## src/rtl/ps2_rx_fifo_if.sv

```systemverilog
// Read-side bus of the PS/2 receive FIFO: the scan-code decoder is the master
// (issues rd_en), the receiver FIFO is the slave (presents head byte and status).
interface ps2_rx_fifo_if #(
  parameter int FIFO_DEPTH = 8
) ();
  localparam int CNT_W = $clog2(FIFO_DEPTH) + 1;

  logic             rd_en;
  logic [7:0]       rd_data;
  logic             empty;
  logic             full;
  logic [CNT_W-1:0] count;

  modport master (output rd_en, input rd_data, input empty, input full, input count);
  modport slave  (input rd_en, output rd_data, output empty, output full, output count);
endinterface

```

## src/rtl/ps2_rx_fifo.sv

```systemverilog
// PS/2 device-to-host receiver with watchdog and first-word-fall-through byte FIFO.
// Define PS2_RX_ERR_CHECK_EN to validate start/parity/stop bits and raise frame_err.
module ps2_rx_fifo #(
  parameter int SYNC_STAGES    = 2,
  parameter int FIFO_DEPTH     = 8,
  parameter int TIMEOUT_CYCLES = 5000
) (
  input  logic          clk,
  input  logic          rst,
  input  logic          PS2_CLK,
  input  logic          PS2_DATA,
  ps2_rx_fifo_if.slave  rd,
  output logic          busy,
  output logic          overflow,
  output logic          frame_err,
  output logic          timeout_err
);
  localparam int PTR_W = $clog2(FIFO_DEPTH);
  localparam int CNT_W = PTR_W + 1;
  localparam int WD_W  = $clog2(TIMEOUT_CYCLES + 1);
  localparam logic [WD_W-1:0]  WD_LAST = WD_W'(TIMEOUT_CYCLES - 1);
  localparam logic [CNT_W-1:0] CNT_MAX = CNT_W'(FIFO_DEPTH);

  typedef enum logic [1:0] {S_IDLE, S_SHIFT, S_CHECK} state_t;

  logic [SYNC_STAGES-1:0] r_clk_sync;
  logic [SYNC_STAGES-1:0] r_dat_sync;
  logic                   r_clk_prev;
  state_t                 r_state;
  state_t                 w_state_nxt;
  logic [10:0]            r_shift;
  logic [3:0]             r_bitcnt;
  logic [WD_W-1:0]        r_wdog;
  logic [7:0]             r_mem [FIFO_DEPTH];
  logic [PTR_W-1:0]       r_wptr;
  logic [PTR_W-1:0]       r_rptr;
  logic [CNT_W-1:0]       r_count;
  logic                   w_fall;
  logic                   w_bit;
  logic                   w_frame_ok;
  logic                   w_push;
  logic                   w_pop;

  // ---- pin synchronisers and falling-edge detect ----
  always_ff @(posedge clk) begin
    if (rst) begin
      r_clk_sync <= '1;
      r_dat_sync <= '1;
      r_clk_prev <= 1'b1;
    end else begin
      r_clk_sync <= {r_clk_sync[SYNC_STAGES-2:0], PS2_CLK};
      r_dat_sync <= {r_dat_sync[SYNC_STAGES-2:0], PS2_DATA};
      r_clk_prev <= r_clk_sync[SYNC_STAGES-1];
    end
  end

  assign w_fall = r_clk_prev & ~r_clk_sync[SYNC_STAGES-1];
  assign w_bit  = r_dat_sync[SYNC_STAGES-1];

`ifdef PS2_RX_ERR_CHECK_EN
  assign w_frame_ok = ~r_shift[0] & r_shift[10] & (^r_shift[9:1]);
`else
  logic w_unused_bits;
  assign w_unused_bits = ^{r_shift[10:9], r_shift[0]};
  assign w_frame_ok    = 1'b1;
`endif

  // ---- frame FSM: state register ----
  always_ff @(posedge clk) begin
    if (rst) r_state <= S_IDLE;
    else     r_state <= w_state_nxt;
  end

  // ---- frame FSM: next state ----
  always_comb begin
    w_state_nxt = r_state;
    case (r_state)
      S_IDLE:  if (w_fall) w_state_nxt = S_SHIFT;
      S_SHIFT: begin
        if (w_fall && (r_bitcnt == 4'd10))        w_state_nxt = S_CHECK;
        else if (!w_fall && (r_wdog == WD_LAST))  w_state_nxt = S_IDLE;
      end
      S_CHECK: w_state_nxt = w_fall ? S_SHIFT : S_IDLE;
      default: w_state_nxt = S_IDLE;
    endcase
  end

  // ---- frame FSM: outputs ----
  always_comb begin
    busy        = 1'b0;
    timeout_err = 1'b0;
    frame_err   = 1'b0;
    overflow    = 1'b0;
    w_push      = 1'b0;
    case (r_state)
      S_SHIFT: begin
        busy        = 1'b1;
        timeout_err = !w_fall && (r_wdog == WD_LAST);
      end
      S_CHECK: begin
        if (!w_frame_ok)                 frame_err = 1'b1;
        else if (!rd.full || w_pop)      w_push    = 1'b1;
        else                             overflow  = 1'b1;
      end
      default: ;
    endcase
  end

  // ---- bit counter and watchdog ----
  always_ff @(posedge clk) begin
    if (rst) begin
      r_bitcnt <= '0;
      r_wdog   <= '0;
    end else begin
      if (w_fall) r_bitcnt <= (r_state == S_SHIFT) ? r_bitcnt + 4'd1 : 4'd1;
      if (w_fall || (r_state != S_SHIFT) || (w_state_nxt != S_SHIFT)) r_wdog <= '0;
      else                                                            r_wdog <= r_wdog + 1'b1;
    end
  end

  // Arrival order is LSB first, so bits shift in from the top.
  always_ff @(posedge clk) begin
    if (w_fall) r_shift <= {w_bit, r_shift[10:1]};
  end

  // ---- FIFO storage and pointers ----
  assign w_pop      = rd.rd_en && !rd.empty;
  assign rd.empty   = (r_count == '0);
  assign rd.full    = (r_count == CNT_MAX);
  assign rd.count   = r_count;
  assign rd.rd_data = r_mem[r_rptr];

  always_ff @(posedge clk) begin
    if (rst) begin
      r_wptr  <= '0;
      r_rptr  <= '0;
      r_count <= '0;
      for (int i = 0; i < FIFO_DEPTH; i++) r_mem[i] <= '0;
    end else begin
      if (w_push) begin
        r_mem[r_wptr] <= r_shift[8:1];
        r_wptr        <= r_wptr + 1'b1;
      end
      if (w_pop) r_rptr <= r_rptr + 1'b1;
      case ({w_push, w_pop})
        2'b10:   r_count <= r_count + 1'b1;
        2'b01:   r_count <= r_count - 1'b1;
        default: r_count <= r_count;
      endcase
    end
  end
endmodule

```

## src/flat_wrapper.sv

```systemverilog
// flat-port wrapper written by rule: the top's interface ports become plain ports
module ps2_rx_fifo_flat 
#(
  parameter int SYNC_STAGES    = 2,
  parameter int FIFO_DEPTH     = 8,
  parameter int TIMEOUT_CYCLES = 5000
)
  (clk, rst, PS2_CLK, PS2_DATA, busy, overflow, frame_err, timeout_err, rd_rd_en, rd_rd_data, rd_empty, rd_full, rd_count);
  ps2_rx_fifo_if #(.FIFO_DEPTH(FIFO_DEPTH)) rd_i ();
  input  logic clk;
  input  logic rst;
  input  logic PS2_CLK;
  input  logic PS2_DATA;
  output logic busy;
  output logic overflow;
  output logic frame_err;
  output logic timeout_err;
  input wire logic [$bits(rd_i.rd_en)-1:0] rd_rd_en;
  output wire logic [$bits(rd_i.rd_data)-1:0] rd_rd_data;
  output wire logic [$bits(rd_i.empty)-1:0] rd_empty;
  output wire logic [$bits(rd_i.full)-1:0] rd_full;
  output wire logic [$bits(rd_i.count)-1:0] rd_count;
  assign rd_i.rd_en = rd_rd_en;
  assign rd_rd_data = rd_i.rd_data;
  assign rd_empty = rd_i.empty;
  assign rd_full = rd_i.full;
  assign rd_count = rd_i.count;
  ps2_rx_fifo #(.SYNC_STAGES(SYNC_STAGES), .FIFO_DEPTH(FIFO_DEPTH), .TIMEOUT_CYCLES(TIMEOUT_CYCLES)) u_core (.clk(clk), .rst(rst), .PS2_CLK(PS2_CLK), .PS2_DATA(PS2_DATA), .rd(rd_i), .busy(busy), .overflow(overflow), .frame_err(frame_err), .timeout_err(timeout_err));
endmodule
```

## config.mk

```make
export PLATFORM = sky130hd
export DESIGN_NAME = ps2_rx_fifo_flat
export DESIGN_NICKNAME = d
export VERILOG_FILES = /design/src/rtl/ps2_rx_fifo_if.sv /design/src/rtl/ps2_rx_fifo.sv /design/src/flat_wrapper.sv
export SDC_FILE = /design/constraint.sdc
export NUM_CORES = 1
export LEC_CHECK = 0
export BUFFER_PORTS_ARGS = -buffer_cell sky130_fd_sc_hd__buf_2
export CORE_MARGIN = 4
export CORE_UTILIZATION = 55
export DETAILED_ROUTE_END_ITERATION = 8
export GPL_ROUTABILITY_DRIVEN = 0
export MAX_ROUTING_LAYER = met4
export PLACE_DENSITY = 0.74
export SLEW_MARGIN = 0
export SYNTH_ARGS = -nofsm -noshare
export SYNTH_HDL_FRONTEND = slang
export SYNTH_SLANG_ARGS = --single-unit
```

## constraint.sdc

```tcl
create_clock -name clk -period 5.45 [get_ports clk]
set_input_delay 0.545 -clock clk [delete_from_list [all_inputs] [get_ports clk]]
set_output_delay 0.545 -clock clk [all_outputs]
set_load 0.01 [all_outputs]
```

### Yosys cells after proc, flatten, opt, wreduce, memory -nomap -nowiden

Memories as Yosys holds them, arrays and structs flattened. A register that Yosys moved wholly into a read port is not among the register bits.
Cells that the tools add are included.

* register bits after elaboration: 45
* RAM bits: 64
* input bits: 5
* output and inout port bits: 18
* logic and storage cells: 65
* memories kept: 1

* $add $sub $neg: 6
* eq/ne operators: 9
* mux-type cells: 23
* bitwise logic cells: 2
* reduce and logical (&&, ||, !) cells: 14

Memories
* u_core.r_mem: depth 8, bits a word 8, rd ports 1, clocked after memory_dff 1, write ports 8, line ps2_rx_fifo.sv:34 `logic [7:0] r_mem [FIFO_DEPTH];`

Operator list (count)
* $add 13x1->13 const B: 1
* $eq 13x13->1 const B: 1
* $mux 1: 13
* $mux 3: 3
* $add 4x1->4 const B: 2
* $eq 4x4->1 const B: 2
* $mux 8: 1
* $pmux 4 s2: 1
* $reduce_or 8->1: 1
* $add 3x1->3 const B: 2
* $mux 2: 3
* $pmux 2 s3: 1
* $eq 2x1->1 const B: 2
* $eq 2x2->1 const B: 2
* $logic_not 4->1: 1
* $mux 4: 1
* $ne 2x1->1 const B: 2
* $sub 4x1->4 const B: 1
* $logic_and 1x1->1: 3
* $logic_not 1->1: 3
* $logic_or 1x1->1: 3
* $logic_not 2->1: 1
* $reduce_bool 2->1: 1
* $reduce_or 2->1: 1
* 2 further kinds: 2

### Logic depth before layout (Yosys ltp)

Gate-level depths: netlist (run 1).

* depth after elaboration: 11
* gate-level depth with buffers: 9
* depth with buffers taken out: 9

### Worst setup path before layout (run 1)

OpenSTA, ideal clock, no wires.

* kind: reg-to-reg
* from: reg u_core.r_count[0] (netlist: u_core.rd.count[0])
* to: reg u_core.r_count[3] (netlist: u_core.rd.count[3])
* library setup time: 0.070 ns
* data arrival time: 2.445 ns
* data required time: 5.380 ns
* setup slack: 2.935 ns
* stages on the path, launching flop included: 9
* path buffers: 0
* clock period less this slack: 2.515 ns
* cell sequence: dfxtp_1 or4b_4 o21ai_2 ha_1 ha_1 a21oi_1 a21oi_1 or4_1 a21oi_1

* word-level cells in the longest chain between the ends: 8
* elaborated cells between the ends (all ways): 14
* classes of those cells: add/sub (2); eq/ne (3); mux (3); reduce/logical (6)

Ends and longest elaborated chain
* start, declared: line ps2_rx_fifo.sv:37 `logic [CNT_W-1:0] r_count;`
* start signal, assigned: line ps2_rx_fifo.sv:146 `2'b10: r_count <= r_count + 1'b1;`
* start signal, assigned: line ps2_rx_fifo.sv:147 `2'b01: r_count <= r_count - 1'b1;`
* start signal, assigned: line ps2_rx_fifo.sv:148 `default: r_count <= r_count;`
* $logic_not 4->1: line ps2_rx_fifo.sv:128 `assign rd.empty = (r_count == '0);`
* $logic_not 1->1: line ps2_rx_fifo.sv:127 `assign w_pop = rd.rd_en && !rd.empty;`
* $logic_and 1x1->1: line ps2_rx_fifo.sv:127
* $logic_or 1x1->1: line ps2_rx_fifo.sv:102 `else if (!rd.full || w_pop) w_push = 1'b1;`
* $mux 1: line ps2_rx_fifo.sv:102
* $mux 1: line ps2_rx_fifo.sv:95 `case (r_state)`
* $eq 2x1->1 or $eq 2x2->1 (tied branches): line ps2_rx_fifo.sv:145 `case ({w_push, w_pop})`
* $pmux 4 s2 or $reduce_bool 2->1 (tied branches)

Parallel ways exist; a longest one is shown, timed or not.
A chain may end at the register's enable or synchronous reset.

==> results_dict.tcl, run 1 <==
set metrics [dict create \
    status "complete, no violations" \
    seq_area_sq_um 2960 \
    yosys.area.top_type "edfxtp_1" \
    final_nets 400 \
    cap_violations 0 \
    yosysUniqueCellTypes 45 \
    insertedDiodeCount 0 \
    first_pass_iters 5 \
    dp_slack_ns 2.71 \
    syn-cell-area_sq_um 4850 \
    crit_chain "mux4_2 > mux2_2 > buf_2" \
    final_cells 496 \
    worstPathRequired_ns 4.91 \
    met1Wirelength_um 3780 \
    period_share_pct 54.0 \
    rsz0062_at_grt "no" \
    min_period_ns 2.94 \
    slew_violations 0 \
    hold_viol_final 0 \
    synth_edf_count 74 \
    ir_drop_uv 124 \
    die-area_sq_um 10400 \
    drt_iter0_markers 149 \
    worst-path-max-fanout 16 \
    cts_tree "yes" \
    cts.reportedPaths.clkPinSlew_ns 0.10 \
    htreeDepth 3 \
    wirelength_um 8700 \
    fillers 655 \
    setup_ws_ns 2.51 \
    powerDensity_nw_per_um2 271 \
    crit_arrival_ns 2.40 \
    vias 2799 \
    drive_gt1_share_pct 20.5 \
    io_buffers 21 \
    hpwl_um 6060 \
    grt_max_degree 33 \
    utilization_pct 61.9 \
    antenna_found_initial 0 \
    worst_slew_pin_slew_ns 1.00 \
    syn_nets 379 \
    ys_ff_latch 111 \
    yosys-top-cells-area "edfxtp_1 (46%), dfxtp_1 (15%), and2_1 (8.3%)" \
    clock-root-buffer "clkbuf_8" \
    grt_pass1_wl_um 14400 \
    wire_per_inst_um 17.5 \
    ys_seq_area_share_pct 61.1 \
    cts_resized 0 \
    globalRouteOverflowTotal 0 \
    cts.sinks 111 \
    end_kind "output pin" \
    slowest_delay_ns 0.99 \
    relSlewSlack_pct 33.2 \
    first_global_vias 2783 \
    synthCells 365 \
    rrSetupSlack_ns 2.79 \
    hp-class "input port to flop" \
    drtAntennaViolNets 0 \
    multi_input_area_sq_um 1770 \
    die-width_um 102 \
    synth_top_flop_cell "edfxtp_1" \
    std_cell_rows 33 \
    path_class "flop to output pin" \
    dp.cells 480 \
    tns_ns 0 \
    critPathSlowestCell "dfxtp_1" \
    clkLatencyLatePin_ns 0.36 \
    fp.dieH_um 102 \
    fmax_mhz 340 \
    fin_worst_skew_ns 0.00832 \
    top_layer "met4" \
    numCtsBuffers 9 \
    async_reset_ff_share_pct 0 \
    io-pin-count 23 \
    grt_usage_pct 19.0 \
    route.detailed.drc 0 \
    final_common_cell "edfxtp_1" \
    postCtsSetupBuffers 0 \
    yosysTopAreaCellShare_pct 45.8 \
    syn_to_final_growth_pct 7.05 \
    final_cell_mix "edfxtp_1 (74), and2_1 (64), dfxtp_1 (37)" \
    start_util_pct 57.8 \
    cp-start-kind "flop" \
    yosysWarnings 0 \
    holdBufCountCts 0 \
    core_area_sq_um 8380 \
    vias_per_cell 5.64 \
    leakagePower_nw 1.86 \
    routed-wl-met2_um 4340 \
    met3WireLength_um 332 \
    clockBufferDepth 2 \
    finalSetupViolCount 0 \
    syn_area_per_cell_sq_um 13.3 \
]
## report_power, final
part           leakage (nW)  internal (mW)  total (mW)  switching [mW]
registers              1.04          0.916       0.928          0.0116
logic                 0.731         0.0144      0.0390          0.0246
clock network        0.0867          0.167       0.440           0.273
## stage by stage
| stage | power [mW] | hold slack (ns) | instance area [sq um] |
|---|---|---|---|
| 2_1_floorplan | 0.970 | 0.386 | 4850 |
| 3_3_place_gp | 0.986 | 0.388 | 5020 |
| 3_5_place_dp | 0.988 | 0.400 | 5020 |
| 4_1_cts | 1.42 | 0.341 | 5190 |
| 5_1_grt | 1.46 | 0.347 | 5190 |
| 6_report | 1.41 | 0.361 | 5190 |
## sequential cells by signal, summed over array words and instances (netlist names), named ones only
signal and count:
u_core.r_mem 64, u_core.r_bitcnt 4, u_core.r_wdog 13, u_core.r_shift 10, u_core.r_clk_prev 1, u_core.r_state 2
u_core.r_rptr 3, u_core.r_clk_sync 2, u_core.rd.count 4, u_core.r_wptr 3, u_core.r_dat_sync 2
## cells in the mapped netlist (all sizes together), types with 8 or more instances
master and count:
mux2 9, a21oi 9, mux4 16, and2 64, edfxtp 74, inv 10
nor3 8, or2 13, xnor2 10, dfxtp 37, ha 8, nor2 36
## final cells by class
type | instances | area share (%)
Sequential cell | 111 | 57.1
Multi-Input combinational cell | 231 | 34.0
Tap cell | 105 | 2.53
Clock buffer | 9 | 2.39
Timing Repair Buffer | 23 | 2.31
Clock inverter | 7 | 0.892
Inverter | 10 | 0.723
## worst max-delay path: cells and delay by family, from the launching register on
kind	cells	cell delay, ns
multiplexers	2	0.90
buffers and inverters	1	0.14
flip-flops	1	0.99
## cells by family (layout without fill, tap and decap cells)
family,count (synthesis),count (layout),synth area share [%]
AO/OA/AOI/OAI,19,19,2.68
XOR/XNOR,16,16,2.89
adder cells (fa/ha/maj),9,9,2.48
buffers and inverters,23,49,2.43
flip-flops,111,111,61.1
multiplexers,27,27,9.94
other,1,1,0.0774
AND/OR/NAND/NOR,159,159,18.4
## per-layer routing
metal | vias to the layer above | track usage (%)
met4 | 0 | 8.17
met1 | 1381 | 24.1
li1 | 1336 | -
met2 | 64 | 30.9
met5 | - | -
met3 | 18 | 2.59
## final timing paths
| path | cells past startpoint | endpoint | start |
|---|---|---|---|
| setup / recovery | 3 | rd_rd_data[5] | flop |
| hold / removal | 2 | u_core.r_dat_sync[0]$_SDFF_PP1_ | PS2_DATA |
| setup reg to reg | 8 | u_core.rd.count[3]$_SDFFE_PP0P_ | u_core.rd.count[0]$_SDFFE_PP0P_ |
| hold reg to reg | 1 | u_core.r_clk_sync[1]$_SDFF_PP1_ | u_core.r_clk_sync[0]$_SDFF_PP1_ |
No activity file was read; power rests on OpenSTA's default activity.
==> run 2: changes to the inputs <==
--- a/config.mk
+++ b/config.mk
@@ -11,7 +11,7 @@
 export DETAILED_ROUTE_END_ITERATION = 8
 export GPL_ROUTABILITY_DRIVEN = 0
 export MAX_ROUTING_LAYER = met4
-export PLACE_DENSITY = 0.74
+export PLACE_DENSITY = 0.76
 export SLEW_MARGIN = 0
 export SYNTH_ARGS = -nofsm -noshare
 export SYNTH_HDL_FRONTEND = slang
==> constraint.sdc (replaced) <==
create_clock -name clk -period 2.6 [get_ports clk]
set_input_delay 0.26 -clock clk [delete_from_list [all_inputs] [get_ports clk]]
set_output_delay 0.26 -clock clk [all_outputs]
set_load 0.01 [all_outputs]
==> run 2 against run 1 <==
  * Clock power grew 150%
  * Sequential power grew 110%
  * Sequential share of layout area shrank 1.7 points
  * Critical endpoint is now u_core.rd.count[3]$_SDFFE_PP0P_
  * Highest routed layer unchanged
==> results_dict.tcl, run 2 (synthesized netlist as in run 1, its figures left out) <==
set metrics [dict create \
    vias 2786 \
    grt_usage_pct 18.4 \
    rsz0062_at_grt "no" \
    hold_viol_final 0 \
    insertedDiodeCount 0 \
    final_nets 412 \
    top_register "u_core.r_mem" \
    largest_register_ffs 64 \
    std_cell_rows 33 \
    crit_start "u_core.rd.count[2]$_SDFFE_PP0P_" \
    start_util_pct 57.8 \
    antenna_found_initial 0 \
    wire_per_inst_um 16.9 \
    wirelength_um 8590 \
    numCtsBuffers 9 \
    cap_violations 0 \
    holdBufCountCts 0 \
    clock-root-buffer "clkbuf_8" \
    io_buffers 21 \
    io-pin-count 23 \
    worst_slew_pin_slew_ns 0.919 \
    reg2reg_depth 8 \
    worstPathRequired_ns 2.90 \
    crit_arrival_ns 2.73 \
    cp-start-kind "flop" \
    cts.reportedPaths.clkPinSlew_ns 0.10 \
    die-width_um 102 \
    syn_to_final_growth_pct 10.6 \
    globalRouteOverflowTotal 0 \
    finalSetupViolCount 0 \
    first_global_vias 2747 \
    cts_tree "yes" \
    end_kind "flop" \
    r2r-end "u_core.rd.count[3]$_SDFFE_PP0P_" \
    path_class "flop to flop" \
    first_pass_iters 4 \
    period_share_pct 93.6 \
    final_common_cell "edfxtp_1" \
    cts.sinks 111 \
    status "complete, no violations" \
    leakagePower_nw 1.95 \
    drtAntennaViolNets 0 \
    powerDensity_nw_per_um2 582 \
    drive_gt1_share_pct 24.6 \
    clkLatencyLatePin_ns 0.37 \
    slew_violations 0 \
    fp.dieH_um 102 \
    hpwl_um 5680 \
    endpoint "u_core.rd.count[3]$_SDFFE_PP0P_" \
    worst-path-max-fanout 6 \
    fin_worst_skew_ns 0.0127 \
    drt_iter0_markers 166 \
    final_cell_mix "edfxtp_1 (74), and2_1 (64), nor2_1 (36)" \
    die-area_sq_um 10400 \
    dp.cells 489 \
    hp-class "input port to flop" \
    reg2reg_from "u_core.rd.count[2]$_SDFFE_PP0P_" \
    grt_pass1_wl_um 13900 \
    vias_per_cell 5.48 \
    grt_max_degree 32 \
    route.detailed.drc 0 \
    fmax_mhz 411 \
    htreeDepth 3 \
    reg_top3 "u_core.r_mem x64, u_core.r_wdog x13, u_core.r_shift x10" \
    tns_ns 0 \
    final_cells 508 \
    core_area_sq_um 8380 \
    min_period_ns 2.43 \
    relSlewSlack_pct 38.2 \
    ir_drop_uv 282 \
    clockBufferDepth 2 \
    rrSetupSlack_ns 0.17 \
]
[run 2: through the flow]
stage               worst slack (ns)  power [mW]  instance area (sq um)  util (%)  hold slack, ns
global route                 0.00703        3.22                   5360      63.9          0.0541
finish                         0.167        3.12                   5360      63.9          0.0679
floorplan                     0.0848        2.03                   4850         -           0.364
CTS                           0.0130        3.14                   5310      63.3          0.0542
detailed placement            0.0148        2.07                   5090      60.7           0.391
global placement               0.136        2.06                   5090      60.7           0.390
[run 2: worst min-delay path by stage]
stage | start | to | slack [ns] | cells after the start
3_5_place_dp | u_core.r_dat_sync[1]$_SDFF_PP1_ | u_core.r_shift[10]$_DFFE_PP_ | 0.39 | 0
2_1_floorplan | PS2_CLK | u_core.r_clk_sync[0]$_SDFF_PP1_ | 0.36 | 1
6_report | PS2_CLK | u_core.r_clk_sync[0]$_SDFF_PP1_ | 0.07 | 2
3_3_place_gp | u_core.r_dat_sync[1]$_SDFF_PP1_ | u_core.r_shift[10]$_DFFE_PP_ | 0.39 | 0
5_1_grt | PS2_DATA | u_core.r_dat_sync[0]$_SDFF_PP1_ | 0.05 | 2
4_1_cts | PS2_CLK | u_core.r_clk_sync[0]$_SDFF_PP1_ | 0.05 | 2
[run 2: metal layers]
metal  vias up  GRT usage, %  wire length, um  part of all wire, %
li1       1362             -                -                    -
met1      1322          23.5             3670                   43
met2        86          29.4             4200                   49
met3        16          3.34              541                  6.3
met4         0          7.06              176                  2.0
met5         -             -                0                    0
[run 2: what timing repair did]
item,CTS,global route
setup buffers,0,3
endpoints found under the setup margin,1,1
hold endpoints to repair,0,0
pin swaps,0,1
gates resized for setup,1,6
[run 2: cell type report]
cell class | instances | area, sq um
fill | 627 | 3020
sequential | 111 | 2970
multi-input combinational | 231 | 1790
timing repair buffer | 35 | 210
clock buffer | 11 | 174
tap | 105 | 131
clock inverter | 5 | 47.5
inverter | 10 | 37.5
[run 2: critical path, cell delays in order (launching register included)]
cell and delay (ns):
dfxtp_2 0.37, or4b_4 0.54, o21ai_4 0.18, ha_4 0.16
ha_1 0.26, a21oi_2 0.15, a21oi_1 0.10, or4_1 0.47
a21oi_1 0.15
[run 2: power breakdown]
part	total, mW	internal (mW)	switching [mW]
Clock	1.09	0.519	0.574
Combinational	0.0857	0.0322	0.0535
Sequential	1.94	1.92	0.0189
